<file path="config.mk">
export PLATFORM = sky130hd
export DESIGN_NAME = seg_scan_reader
export DESIGN_NICKNAME = d
export VERILOG_FILES = /design/src/rtl/seg_scan_reader.sv
export SDC_FILE = /design/constraint.sdc
export NUM_CORES = 1
export LEC_CHECK = 0
export CAP_MARGIN = 20
export CORE_ASPECT_RATIO = 1.5
export CORE_MARGIN = 10
export CORE_UTILIZATION = 35
export CTS_BUF_LIST = sky130_fd_sc_hd__clkbuf_2
export DETAILED_ROUTE_END_ITERATION = 8
export PLACE_DENSITY_LB_ADDON = 0.12
export SKIP_CTS_REPAIR_TIMING = 1
export SLEW_MARGIN = 20
export SYNTH_ARGS = -nofsm -noshare
export SYNTH_HDL_FRONTEND = slang
export SYNTH_SLANG_ARGS = --single-unit
</file>
<file path="constraint.sdc">
create_clock -name clk -period 8.6 [get_ports clk]
set_clock_uncertainty 0.05 [all_clocks]
set_input_delay 1.29 -clock clk [delete_from_list [all_inputs] [get_ports clk]]
set_output_delay 1.29 -clock clk [all_outputs]
set_load 0.05 [all_outputs]
</file>
<file path="src/rtl/seg_scan_reader.sv">
// Recovers BCD digits from a multiplexed 7-segment bus and publishes whole frames.
// Latency: slot update 2+STABLE_CYCLES edges after a pin change; frame one edge after the mask fills.
// Backpressure: frame held until frame_ready; a frame completing while one is held is dropped with overrun.
module seg_scan_reader #(
    parameter int NUM_DIGITS    = 4,
    parameter int STABLE_CYCLES = 8
) (
    input  logic                    clk,
    input  logic                    rst_n,
    input  logic                    a,
    input  logic                    b,
    input  logic                    c,
    input  logic                    d,
    input  logic                    e,
    input  logic                    f,
    input  logic                    g,
    input  logic [NUM_DIGITS-1:0]   dig_en,
    output logic [4*NUM_DIGITS-1:0] frame_digits,
    output logic [NUM_DIGITS-1:0]   frame_err,
    output logic                    frame_valid,
    input  logic                    frame_ready,
    output logic                    overrun
);

    typedef enum logic [1:0] {IDLE, SETTLE, HOLD} state_t;

    state_t                  state, state_nxt;
    logic [7:0]              cnt, cnt_nxt;
    logic                    cap;
    logic [1:0]              rst_sync;
    logic                    rst_i_n;
    logic [6:0]              seg_s1, seg_s2, seg_prev;
    logic [NUM_DIGITS-1:0]   en_s1, en_s2, en_prev;
    logic                    onehot, changed;
    logic [3:0]              code;
    logic                    code_err;
    logic [4*NUM_DIGITS-1:0] slot_dig;
    logic [NUM_DIGITS-1:0]   slot_err;
    logic [NUM_DIGITS-1:0]   captured;
    logic [NUM_DIGITS-1:0]   cap_mask;

    // Reset asserts immediately, releases two edges after rst_n rises.
    always_ff @(posedge clk or negedge rst_n) begin
        if (!rst_n) rst_sync <= 2'b00;
        else        rst_sync <= {rst_sync[0], 1'b1};
    end
    assign rst_i_n = rst_sync[1];

    always_ff @(posedge clk or negedge rst_i_n) begin
        if (!rst_i_n) begin
            seg_s1   <= '0;
            seg_s2   <= '0;
            seg_prev <= '0;
            en_s1    <= '0;
            en_s2    <= '0;
            en_prev  <= '0;
        end else begin
            seg_s1   <= {a, b, c, d, e, f, g};
            seg_s2   <= seg_s1;
            seg_prev <= seg_s2;
            en_s1    <= dig_en;
            en_s2    <= en_s1;
            en_prev  <= en_s2;
        end
    end

    assign onehot  = (en_s2 != '0) && ((en_s2 & (en_s2 - 1'b1)) == '0);
    assign changed = (seg_s2 != seg_prev) || (en_s2 != en_prev);

    always_comb begin
        code     = 4'hE;
        code_err = 1'b1;
        case (seg_s2)
            7'b1111110: begin code = 4'd0; code_err = 1'b0; end
            7'b0110000: begin code = 4'd1; code_err = 1'b0; end
            7'b1101101: begin code = 4'd2; code_err = 1'b0; end
            7'b1111001: begin code = 4'd3; code_err = 1'b0; end
            7'b0110011: begin code = 4'd4; code_err = 1'b0; end
            7'b1011011: begin code = 4'd5; code_err = 1'b0; end
            7'b1011111: begin code = 4'd6; code_err = 1'b0; end
            7'b1110000: begin code = 4'd7; code_err = 1'b0; end
            7'b1111111: begin code = 4'd8; code_err = 1'b0; end
            7'b1111011: begin code = 4'd9; code_err = 1'b0; end
            7'b0000000: begin code = 4'hF; code_err = 1'b0; end
            default:    begin code = 4'hE; code_err = 1'b1; end
        endcase
    end

    always_comb begin
        state_nxt = state;
        cnt_nxt   = cnt;
        cap       = 1'b0;
        case (state)
            IDLE: begin
                if (onehot) begin
                    state_nxt = SETTLE;
                    cnt_nxt   = 8'd1;
                end else begin
                    cnt_nxt   = 8'd0;
                end
            end
            SETTLE, HOLD: begin
                if (changed) begin
                    state_nxt = onehot ? SETTLE : IDLE;
                    cnt_nxt   = onehot ? 8'd1 : 8'd0;
                end else if (state == SETTLE) begin
                    // The sample consumed this edge is the STABLE_CYCLES-th identical one.
                    if (cnt == 8'(STABLE_CYCLES - 1)) begin
                        cap       = 1'b1;
                        state_nxt = HOLD;
                        cnt_nxt   = 8'(STABLE_CYCLES);
                    end else begin
                        cnt_nxt   = cnt + 8'd1;
                    end
                end
            end
            default: begin
                state_nxt = IDLE;
                cnt_nxt   = 8'd0;
            end
        endcase
    end

    always_ff @(posedge clk or negedge rst_i_n) begin
        if (!rst_i_n) begin
            state <= IDLE;
            cnt   <= 8'd0;
        end else begin
            state <= state_nxt;
            cnt   <= cnt_nxt;
        end
    end

    assign cap_mask = cap ? en_s2 : '0;

    always_ff @(posedge clk or negedge rst_i_n) begin
        if (!rst_i_n) begin
            slot_dig <= '0;
            slot_err <= '0;
        end else begin
            for (int i = 0; i < NUM_DIGITS; i++) begin
                if (cap_mask[i]) begin
                    slot_dig[4*i +: 4] <= code;
                    slot_err[i]        <= code_err;
                end
            end
        end
    end

    always_ff @(posedge clk or negedge rst_i_n) begin
        if (!rst_i_n) begin
            captured     <= '0;
            frame_digits <= '0;
            frame_err    <= '0;
            frame_valid  <= 1'b0;
            overrun      <= 1'b0;
        end else begin
            overrun <= 1'b0;
            if (&captured) begin
                captured <= cap_mask;
                if (!frame_valid || frame_ready) begin
                    frame_digits <= slot_dig;
                    frame_err    <= slot_err;
                    frame_valid  <= 1'b1;
                end else begin
                    overrun <= 1'b1;
                end
            end else begin
                captured <= captured | cap_mask;
                if (frame_valid && frame_ready) frame_valid <= 1'b0;
            end
        end
    end

endmodule

</file>
# [Word-level counts from Yosys, hierarchy flattened]
# Index checks and enable logic that the tools add are counted.
[totals] regBits=91 latchBits=0 mem_bits_rw=0 rom_bits=0 inputBits=14 word_cells=85 memories=0
[classes] n_addsub=2 mul=0 div_mod_pow=0 n_lt_le_gt_ge=0 eq_ne=19 shift=0 mux=24 bitwise=2 reduce_logical=16
[ops] op="equality test 7 bit (second input constant)" count=8
[ops] op="one-hot mux 4 bit (11 select lines)" count=1
[ops] op="two-way mux 8 bit" count=3
[ops] op="one-hot mux 8 bit (2 select lines)" count=1
[ops] op="equality test 7 x 6 -> 1 bit (second input constant)" count=2
[ops] op="two-way mux 1 bit" count=12
[ops] op="OR reduction 11 bit" count=1
[ops] op="adder 8 x 1 -> 8 bit (second input constant)" count=1
[ops] op="equality test 8 x 3 -> 1 bit (second input constant)" count=1
[ops] op="two-way mux 2 bit" count=4
[ops] op="two-way mux 4 bit" count=2
[ops] op="zero test 7 bit" count=1
[ops] op="inequality test 7 bit" count=1
[ops] op="inequality test 3 bit (second input constant)" count=2
[ops] op="AND reduction 5 bit" count=1
[ops] op="AND 4 bit" count=1
[ops] op="zero test 4 bit" count=1
[ops] op="inequality test 4 bit" count=1
[ops] op="bitwise OR 4 bit" count=1
[ops] op="one-hot mux 2 bit (2 select lines)" count=1
[ops] op="AND reduction 4 bit" count=1
[ops] op="nonzero test 4 bit" count=1
[ops] op="subtractor 4 x 1 -> 4 bit (second input constant)" count=1
[ops] op="AND reduction 3 bit" count=1
[ops] op="11 further kinds" count=13

# [Longest topological paths before layout]
# Gate-level depths: netlist of the first run.
[depth] word_depth=8 ltp_mapped=9 depth_no_buf=8

# [Least setup slack after synthesis of the first run]
# Ideal clock, no wire load.
[synth_timing] path_type="input port to flip-flop" startpoint="input frame_ready" endpoint="register frame_digits[0]" arrival_ns=2.272 setup_slack_ns=6.153 path_stages=4 path_buffers=1 path_cell_list="nand2b_1 > nor2b_1 > buf_1 > mux2_2"
[synth_via] elab_chain_len=2
[synth_lines] item="from (decl)" line="21" rtl="input logic frame_ready,"
[synth_lines] item="logical OR 1 bit" line="161" rtl="if (!frame_valid || frame_ready) begin"
[synth_lines] item="AND reduction 5 bit (no source line)"
[synth_lines] item="to (signal assigned)" line="162" rtl="frame_digits <= slot_dig;"
[synth_lines] item="to (decl)" line="18" rtl="output logic [4*NUM_DIGITS-1:0] frame_digits,"
# No other way between the ends.
# A chain may end at the register's enable or synchronous reset.

# [Worst setup path after layout of the first run]
[layout_timing] startpoint="register frame_digits[8]" endpoint="output frame_digits[8]"
# No word-level cell between the ends.

==> metrics.cfg, run 1 <==
[routing]
vias=2106
dr.pass1.iters=4
wl_per_cell_um=15.26
drc=0
drt-total-wl_um=6577
ant_nets=0
vias_per_cell=4.886
drt_iter0_markers=61

[place]
place_ws_ns=5.213
io_buffers=35
dp_hpwl_um=4587
place_congestion=0.7682

[clock_tree]
htreeDepth=3
cts.sink_count=91
worstSkewPairLatency_ns=0.53
numCtsBuffers=9
cts_tree=built
clk_pin_slew_worst_paths_ns=0.23
root_buffer=clkbuf_2
clk_path_buf_depth=2

[synthesis]
yosysSeqAreaShare_pct=62.76
synth.distinct_cells=47
synth_seq_cells=91
synth_ff_type=dfrtp_1
synth_enable_flop_cells=0
synth_nets=287
syn_avg_cell_area_um2=13.49
synth_top_area_share_pct=62.76
synth_top_area_cell=dfrtp_1
synth_area_um2=3628
netlist_instances=269
ys_async_sr_fraction_pct=100.0
synth_area_leaders=dfrtp_1 63%, mux2_1 6.2%, mux2_2 6.2%, xor2_1 2.9%, nand2_1 1.8%
ys_warn_count=0

[layout]
fin_nets=326
multi_input_area_um2=1294
regArea_um2=2281
num-fill-cells=1008
drive_above_1_share_pct=15.65
syn2layout_area_growth_pct=15.48
layout_common_cells=90 x dfrtp_1, 35 x clkdlybuf4s50_1, 20 x mux2_2, 20 x mux2_1, 17 x nand2_1
layout_commonest_cell=dfrtp_1

[critical_path]
startpoint_type=flop
cp_slowest_cell=clkdlybuf4s50_1
cp_cell_sequence=clkdlybuf4s50_1
critPathMaxFanout=2
r2r_cells=6
crit_cells=1
endpoint_kind=output pin
critical-path-max-stage-delay_ns=0.83
arrival_ns=1.79
crit_family=buffers and inverters
cp_num_buf_inv=1
critical_path_required_ns=7.26
criticalPathCategory=flop to output pin

[die]
start_util_pct=35.80
core_um2=10130
io_pins=36
rows=45
die-area_um2=14920
die_w_um=103.1
die_h_um=144.7

[timing]
hold_viol_final=0
setup_viol=0
worstMarginPinSlew_ns=0.7334
fmax_mhz=319.8
fin_crit_ns=3.127
worst_slack_ns=5.473
slew_violations=0
fin_tns_setup_ns=0
maxSlewHeadroom_pct=51.00
grt_setup_unrepaired=false
period_share_pct=36.36

[worst_hold_path]
hp-class=flop to async pin

[job]
cap_violations=0

[power]
peakVddDrop_uv=84.53
powerDensity_nw_per_um2=161.1
power_leakage_uw=0.001982

[global_routing]
antenna_found_initial=1
grt-ovfl-total=0
grt_pass1_wl_um=11390
grt_usage_pct=9.955
grt_max_degree=52
grt_pass1_vias=2265

[status]
status=finished clean

## metal layers
| layer | up-vias | GRT usage (%) | part of all wire [%] |
|---|---|---|---|
| met2 | 29 | 15.84 | 50 |
| li1 | 1022 | - | - |
| met5 | - | 0 | 0 |
| met3 | 12 | 3.322 | 4.1 |
| met1 | 1043 | 11.57 | 44 |
| met4 | 0 | 5.217 | 1.9 |
## stage by stage
stage	instance area, um^2	utilization, %	instances	hold WS (ns)	total power [uW]
after floorplan	3628	-	269	0.2812	493.8
after global placement	4105	40.51	414	0.2671	511.3
after detailed placement	4105	40.51	414	0.2708	511.8
after CTS	4188	41.32	430	0.2588	688.0
after global routing	4190	41.35	431	0.2938	717.2
final	4190	41.35	431	0.2408	675.0
## sequential cells by signal (all words and copies together) (netlist names)
signal,count
rst_sync,2
en_prev,4
en_s1,4
frame_digits,16
frame_valid,1
seg_s2,7
slot_dig,16
frame_err,4
seg_prev,7
cnt,8
en_s2,4
state,2
overrun,1
slot_err,4
captured,4
seg_s1,7
## final timing paths
path / startpoint / end / slack [ns]
max reg2reg: en_s2[0] / slot_dig[13] / 6.10
max in group asynchronous: rst_sync[1] / en_s2[2] / 7.23
min in group clk: seg_s1[0] / seg_s2[0] / 0.33
max: frame_digits[8] / frame_digits[8] / 5.47
min reg2reg: rst_sync[1] / slot_dig[3] / 0.24
min: rst_sync[1] / slot_dig[3] / 0.24
## cell type report
type                       instances  area share, %
timing repair buffer              37          8.719
tap                              117          3.494
sequential                        91          54.43
clock buffer                      10          1.194
inverter                           5         0.4479
multi-input combinational        164          30.87
clock inverter                     6         0.7764
antenna                            1        0.05972
## cells in the mapped netlist, drive strengths merged, types with 2 or more instances
cell type,n
a21oi,10
a31oi,2
a41oi,2
buf,6
clkbuf,3
dfrtp,91
ha,4
inv,4
mux2,40
mux2i,3
nand2,22
nand2b,5
nand3,8
nand4,3
nor2,11
nor2b,3
nor3,7
nor3b,3
nor4,2
o21ai,7
o2bb2ai,2
o31ai,2
or4,2
or4b,2
xnor2,2
xor2,12
## where the power goes
group          switching [uW]  internal (uW)
clock network             136           36.2
registers                15.4            440
logic                    27.1           20.3
## logic make-up (layout without fill, tap and decap cells)
kind of cell               count (synthesis)  count (layout)  synth area share [%]
AOI/OAI and AO/OA                         31              31                 5.414
xor gates and xnor gates                  14              14                 3.379
adders and majority gates                  4               4                 1.379
buffers and inverters                     14              58                 1.586
DFF                                       91              91                 62.76
muxes                                     43              43                 13.24
other                                      1               2                0.1033
and+or+nand+nor                           71              71                 12.14
(Power assumes the default switching activity.)
==> run 2, diff against run 1 <==
==> constraint.sdc (replaced) <==
create_clock -name clk -period 2.8 [get_ports clk]
set_clock_uncertainty 0.05 [all_clocks]
set_input_delay 0.42 -clock clk [delete_from_list [all_inputs] [get_ports clk]]
set_output_delay 0.42 -clock clk [all_outputs]
set_load 0.05 [all_outputs]
==> run 2 against run 1 <==
Die area unchanged; non-clock buffer count increased by 3; combinational power grew to 3.1 times the previous value; first-iteration DRC count up 6.6%; power rose to 3.2 times the previous value; via count grew 2.6%; register-to-register slack worse by 5.5 ns; clock power grew to 3.5 times the previous value; wire length rose by 0.12%; cell count is 0.70% higher; critical endpoint is now frame_err[0]; largest cell class unchanged.
==> metrics.cfg, run 2 (synthesized netlist as in run 1, its figures left out) <==
[worst_hold_path]
hold_depth=1
hp-class=input pin to flop

[timing]
worst_slack_ns=0.5544  ; -4.919 ns
period_share_pct=80.20
setup_viol=0  ; unchanged
worstMarginPinSlew_ns=0.5868  ; -0.1466 ns
maxSlewHeadroom_pct=60.76  ; +9.8 points
hold_viol_final=0  ; unchanged
slew_violations=0  ; unchanged
fin_crit_ns=2.246
fmax_mhz=445.3
fin_tns_setup_ns=0  ; unchanged
grt_setup_unrepaired=false

[die]
start_util_pct=35.80  ; unchanged
io_pins=36  ; unchanged
die_h_um=144.7  ; unchanged
die_w_um=103.1  ; unchanged
rows=45  ; unchanged
core_um2=10130  ; unchanged
die-area_um2=14920  ; unchanged

[place]
place_ws_ns=0.5776  ; -4.635 ns
dp_hpwl_um=4705  ; +2.6%
io_buffers=35  ; unchanged
place_congestion=0.7647  ; -0.46%

[layout]
drive_above_1_share_pct=15.51  ; -0.15 points
syn2layout_area_growth_pct=17.10
reg_top3=frame_digits: 16 flops, slot_dig: 16 flops, cnt: 8 flops
num-fill-cells=978  ; -3.0%
layout_common_cells=90 x dfrtp_1, 35 x clkdlybuf4s50_1, 20 x mux2_2, 20 x mux2_1, 17 x nand2_1
final_util_pct=41.93  ; +0.58 points
fin_nets=329  ; +0.92%
layout_commonest_cell=dfrtp_1

[clock_tree]
clk_path_buf_depth=2  ; unchanged
clk_pin_slew_worst_paths_ns=0.24  ; about the same
numCtsBuffers=9  ; unchanged
cts_tree=built
cts.sink_count=91  ; unchanged
htreeDepth=3  ; unchanged
worstSkewPairLatency_ns=0.54  ; about the same
root_buffer=clkbuf_2

[critical_path]
endpoint=frame_err[0]
critPathLaunch=frame_err[0]
r2r_cells=6  ; unchanged
critical_path_required_ns=2.33  ; -4.93 ns
cp_slowest_cell=clkdlybuf4s50_1
cp_num_buf_inv=1  ; unchanged
crit_cells=1  ; unchanged
startpoint_type=flop
critPathMaxFanout=2  ; unchanged
ff2ff_setup_slack_ns=0.58  ; -5.52 ns
criticalPathCategory=flop to output pin
r2r-start=cnt[3]
arrival_ns=1.78  ; about the same
crit_family=buffers and inverters
reg2reg_to=slot_dig[10]
critical-path-max-stage-delay_ns=0.81  ; -0.02 ns
endpoint_kind=output pin
cp_cell_sequence=clkdlybuf4s50_1

[status]
status=finished clean

[power]
swShare_pct=25.37  ; -1.1 points
p_int_uw=1611  ; +220%
fin_total_pwr_uw=2158  ; +220%
p_sw_uw=547.4  ; +210%
combPwrFrac_pct=6.9  ; about the same
power_frac_clock_pct=28.3  ; +2.7 points
power_leakage_uw=0.002013  ; +1.6%
seqPwrFrac_pct=64.8  ; -2.6 points
peakVddDrop_uv=287.1  ; +240%
powerDensity_nw_per_um2=507.9  ; +220%

[global_routing]
grt_pass1_vias=2292  ; +1.2%
grt_usage_pct=9.972  ; +0.017 points
grt_pass1_wl_um=11420  ; +0.30%
grt_max_degree=47  ; -9.6%
grt-ovfl-total=0  ; unchanged
antenna_found_initial=1  ; unchanged

[routing]
wl_per_cell_um=15.17  ; -0.57%
drt_iter0_markers=65  ; +6.6%
drc=0  ; unchanged
vias=2160  ; +2.6%
drt-total-wl_um=6585  ; +0.12%
vias_per_cell=4.977  ; +1.9%
ant_nets=0  ; unchanged
dr.pass1.iters=4  ; unchanged

[job]
cap_violations=0  ; unchanged

run 2: power by group through the flow:
stage,combinational [uW],clock [uW],sequential (uW)
detailed placement,152,0,1420
finish,149,611,1400
CTS,152,643,1400
global route,172,707,1410
floorplan,105,0,1410
global placement,150,0,1420
run 2: metrics by stage:
step           hold WS (ns)  std cells  cell area (um^2)
5_1_grt              0.1357        434              4249
3_5_place_dp         0.2856        416              4133
6_report             0.2377        434              4249
3_3_place_gp         0.2820        416              4133
4_1_cts            -0.09189        432              4237
2_1_floorplan       0.07441        269              3628
run 2: worst min-delay path by stage:
stage | startpoint | slack (ns) | end
after global routing | dig_en[3] | 0.14 | en_s1[3]
after global placement | seg_s1[5] | 0.28 | seg_s2[5]
after detailed placement | seg_s1[6] | 0.29 | seg_s2[6]
final | dig_en[3] | 0.24 | en_s1[3]
after CTS | rst_n | -0.09 | rst_sync[1]
after floorplan | rst_n | 0.07 | rst_sync[0]
run 2: final cells by class:
class	instances	area (um^2)	area share (%)
Sequential cell	91	2281	53.68
Multi-Input combinational cell	164	1294	30.45
Timing Repair Buffer	40	402.9	9.482
Tap cell	117	146.4	3.445
Clock inverter	7	58.81	1.384
Clock buffer	9	45.04	1.060
Inverter	5	18.77	0.4417
Antenna cell	1	2.502	0.05889
run 2: routing by layer:
| metal | track usage (%) | share of wire, % | up-vias |
|---|---|---|---|
| met5 | 0 | 0 | - |
| met2 | 15.97 | 51 | 36 |
| met1 | 11.42 | 43 | 1080 |
| met4 | 5.290 | 2.4 | 0 |
| met3 | 3.417 | 3.9 | 14 |
| li1 | - | - | 1030 |
run 2: worst reg2reg max path, cell delays in order, from the launching register on:
cell and delay [ns]:
dfrtp_1 0.46, or4_4 0.56, nor3_4 0.30, nand2_4 0.11, nor2_8 0.21, nand2_4 0.12, mux2_1 0.34
==> run 3, diff against run 2 <==
==> constraint.sdc (replaced) <==
create_clock -name clk -period 2.1 [get_ports clk]
set_clock_uncertainty 0.05 [all_clocks]
set_input_delay 0.315 -clock clk [delete_from_list [all_inputs] [get_ports clk]]
set_output_delay 0.315 -clock clk [all_outputs]
set_load 0.05 [all_outputs]
==> run 3 against run 2 <==
Utilization increased by 3.6 points; combinational power increased by 92%; worst setup slack got worse by 0.52 ns; critical path type is now flop to flop.
==> metrics.cfg, run 3 (synthesized netlist as in run 1, its figures left out) <==
[status]
status=finished clean

[clock_tree]
cts_tree=built
clk_pin_slew_worst_paths_ns=0.22  ; -0.02 ns
htreeDepth=3  ; unchanged
cts.sink_count=91  ; unchanged
worstSkewPairLatency_ns=0.54  ; about the same
clk_path_buf_depth=2  ; unchanged
numCtsBuffers=9  ; unchanged
root_buffer=clkbuf_2

[worst_hold_path]
hp-class=input pin to flop
hold_path.startpoint=f
whs_endpoint=seg_s1[1]
hold_depth=1  ; unchanged

[place]
dp_hpwl_um=4958  ; +5.4%
io_buffers=35  ; unchanged
dp_cells=436  ; +4.8%
place_congestion=0.8175  ; +6.9%

[critical_path]
critical_path_required_ns=2.50  ; +0.17 ns
endpoint_kind=flop
startpoint_type=flop
arrival_ns=2.47  ; +0.69 ns
cp_slowest_cell=dfrtp_2
critPathMaxFanout=9  ; +7
reg2reg_to=slot_dig[11]
ff2ff_setup_slack_ns=0.03  ; -0.55 ns
r2r-start=seg_s2[6]
cp_cell_sequence=or4b_1, o21ai_0, a41oi_2, nand2_2, o221ai_4, mux2_1
criticalPathCategory=flop to flop
critical-path-max-stage-delay_ns=0.52  ; -0.29 ns
r2r_cells=6  ; unchanged

[routing]
drc=0  ; unchanged
wl_per_cell_um=15.76  ; +3.9%
dr.pass1.iters=4  ; unchanged
ant_nets=0  ; unchanged
vias_per_cell=4.950  ; -0.54%
drt_iter0_markers=51  ; -22%
drt-total-wl_um=7296  ; +11%
vias=2292  ; +6.1%

[global_routing]
grt-ovfl-total=0  ; unchanged
grt_pass1_wl_um=11920  ; +4.4%
antenna_found_initial=1  ; unchanged
grt_usage_pct=10.46  ; +0.49 points
grt_max_degree=55  ; +17%
grt_pass1_vias=2404  ; +4.9%

[layout]
reg_top3=frame_digits: 16 flops, slot_dig: 16 flops, cnt: 8 flops
layout.cells.non_filler=463  ; +6.7%
fin_nets=358  ; +8.8%
layout_common_cells=84 x dfrtp_1, 32 x buf_4, 22 x dlymetal6s2s_1, 20 x mux2_2, 19 x mux2_1
syn2layout_area_growth_pct=27.07
drive_above_1_share_pct=28.70  ; +13 points
layout_commonest_cell=dfrtp_1

[power]
powerDensity_nw_per_um2=645.2  ; +27%
power_leakage_uw=0.002574  ; +28%
peakVddDrop_uv=384.4  ; +34%

[die]
core_um2=10130  ; unchanged
start_util_pct=35.80  ; unchanged
die_w_um=103.1  ; unchanged
io_pins=36  ; unchanged
rows=45  ; unchanged
die_h_um=144.7  ; unchanged
die-area_um2=14920  ; unchanged

[timing]
hold_viol_final=0  ; unchanged
maxSlewHeadroom_pct=61.50  ; +0.75 points
period_share_pct=98.56
grt_setup_unrepaired=true
slew_violations=0  ; unchanged
fin_tns_setup_ns=0  ; unchanged
setup_viol=0  ; unchanged
fmax_mhz=483.2
worstMarginPinSlew_ns=0.5757  ; -0.01116 ns
fin_crit_ns=2.070

[job]
cap_violations=0  ; unchanged

==> run 3: area by class of cell <==
class / instances / area (um^2)
fill: 954 / 5524
tap: 117 / 146.4
clock buffer: 13 / 65.06
timing repair buffer: 69 / 675.6
multi-input combinational: 164 / 1375
antenna: 1 / 2.502
sequential: 91 / 2288
clock inverter: 3 / 38.79
inverter: 5 / 18.77
==> run 3: how the worst max path moves through the flow <==
| stage | from | endpoint | cells after the start |
|---|---|---|---|
| 2_1_floorplan | cnt[3] | slot_dig[10] | 6 |
| 3_5_place_dp | seg_s2[1] | slot_dig[11] | 6 |
| 5_1_grt | seg_s2[6] | slot_dig[15] | 6 |
| 3_3_place_gp | seg_s2[1] | slot_dig[15] | 6 |
| 4_1_cts | seg_s2[1] | slot_dig[11] | 6 |
| 6_report | seg_s2[6] | slot_dig[11] | 6 |
==> run 3: critical path, delay by kind of cell, from the launching register on <==
family          cells  cell delay, ns
compound gates      3            0.46
flops               1            0.52
simple gates        2            0.64
mux                 1            0.30
==> run 3: power breakdown <==
part	leakage, uW	switching, uW	total (uW)	internal [uW]
registers	0.00118	41.5	1840	1800
clock network	0.0000736	556	846	290
logic	0.00132	161	286	124
==> run 3: routing by layer <==
| layer | vias to the layer above | track usage (%) | wire (um) |
|---|---|---|---|
| met5 | - | 0 | 0 |
| met4 | 0 | 5.584 | 206 |
| met3 | 16 | 3.180 | 231 |
| met2 | 38 | 16.34 | 3663 |
| met1 | 1146 | 12.57 | 3194 |
| li1 | 1092 | - | - |
==> run 3: metrics by stage <==
stage | util [%] | cell area, um^2 | worst slack (ns) | total power (uW) | hold slack [ns]
2_1_floorplan | - | 3630 | 0.07380 | 2022 | -0.03059
3_3_place_gp | 42.26 | 4283 | -0.07235 | 2126 | 0.1222
3_5_place_dp | 42.26 | 4283 | -0.1136 | 2127 | 0.1248
4_1_cts | 43.28 | 4387 | -0.1465 | 3000 | -0.2239
5_1_grt | 45.49 | 4611 | -0.02864 | 3153 | 0.03736
6_report | 45.49 | 4611 | 0.03031 | 2975 | 0.1229
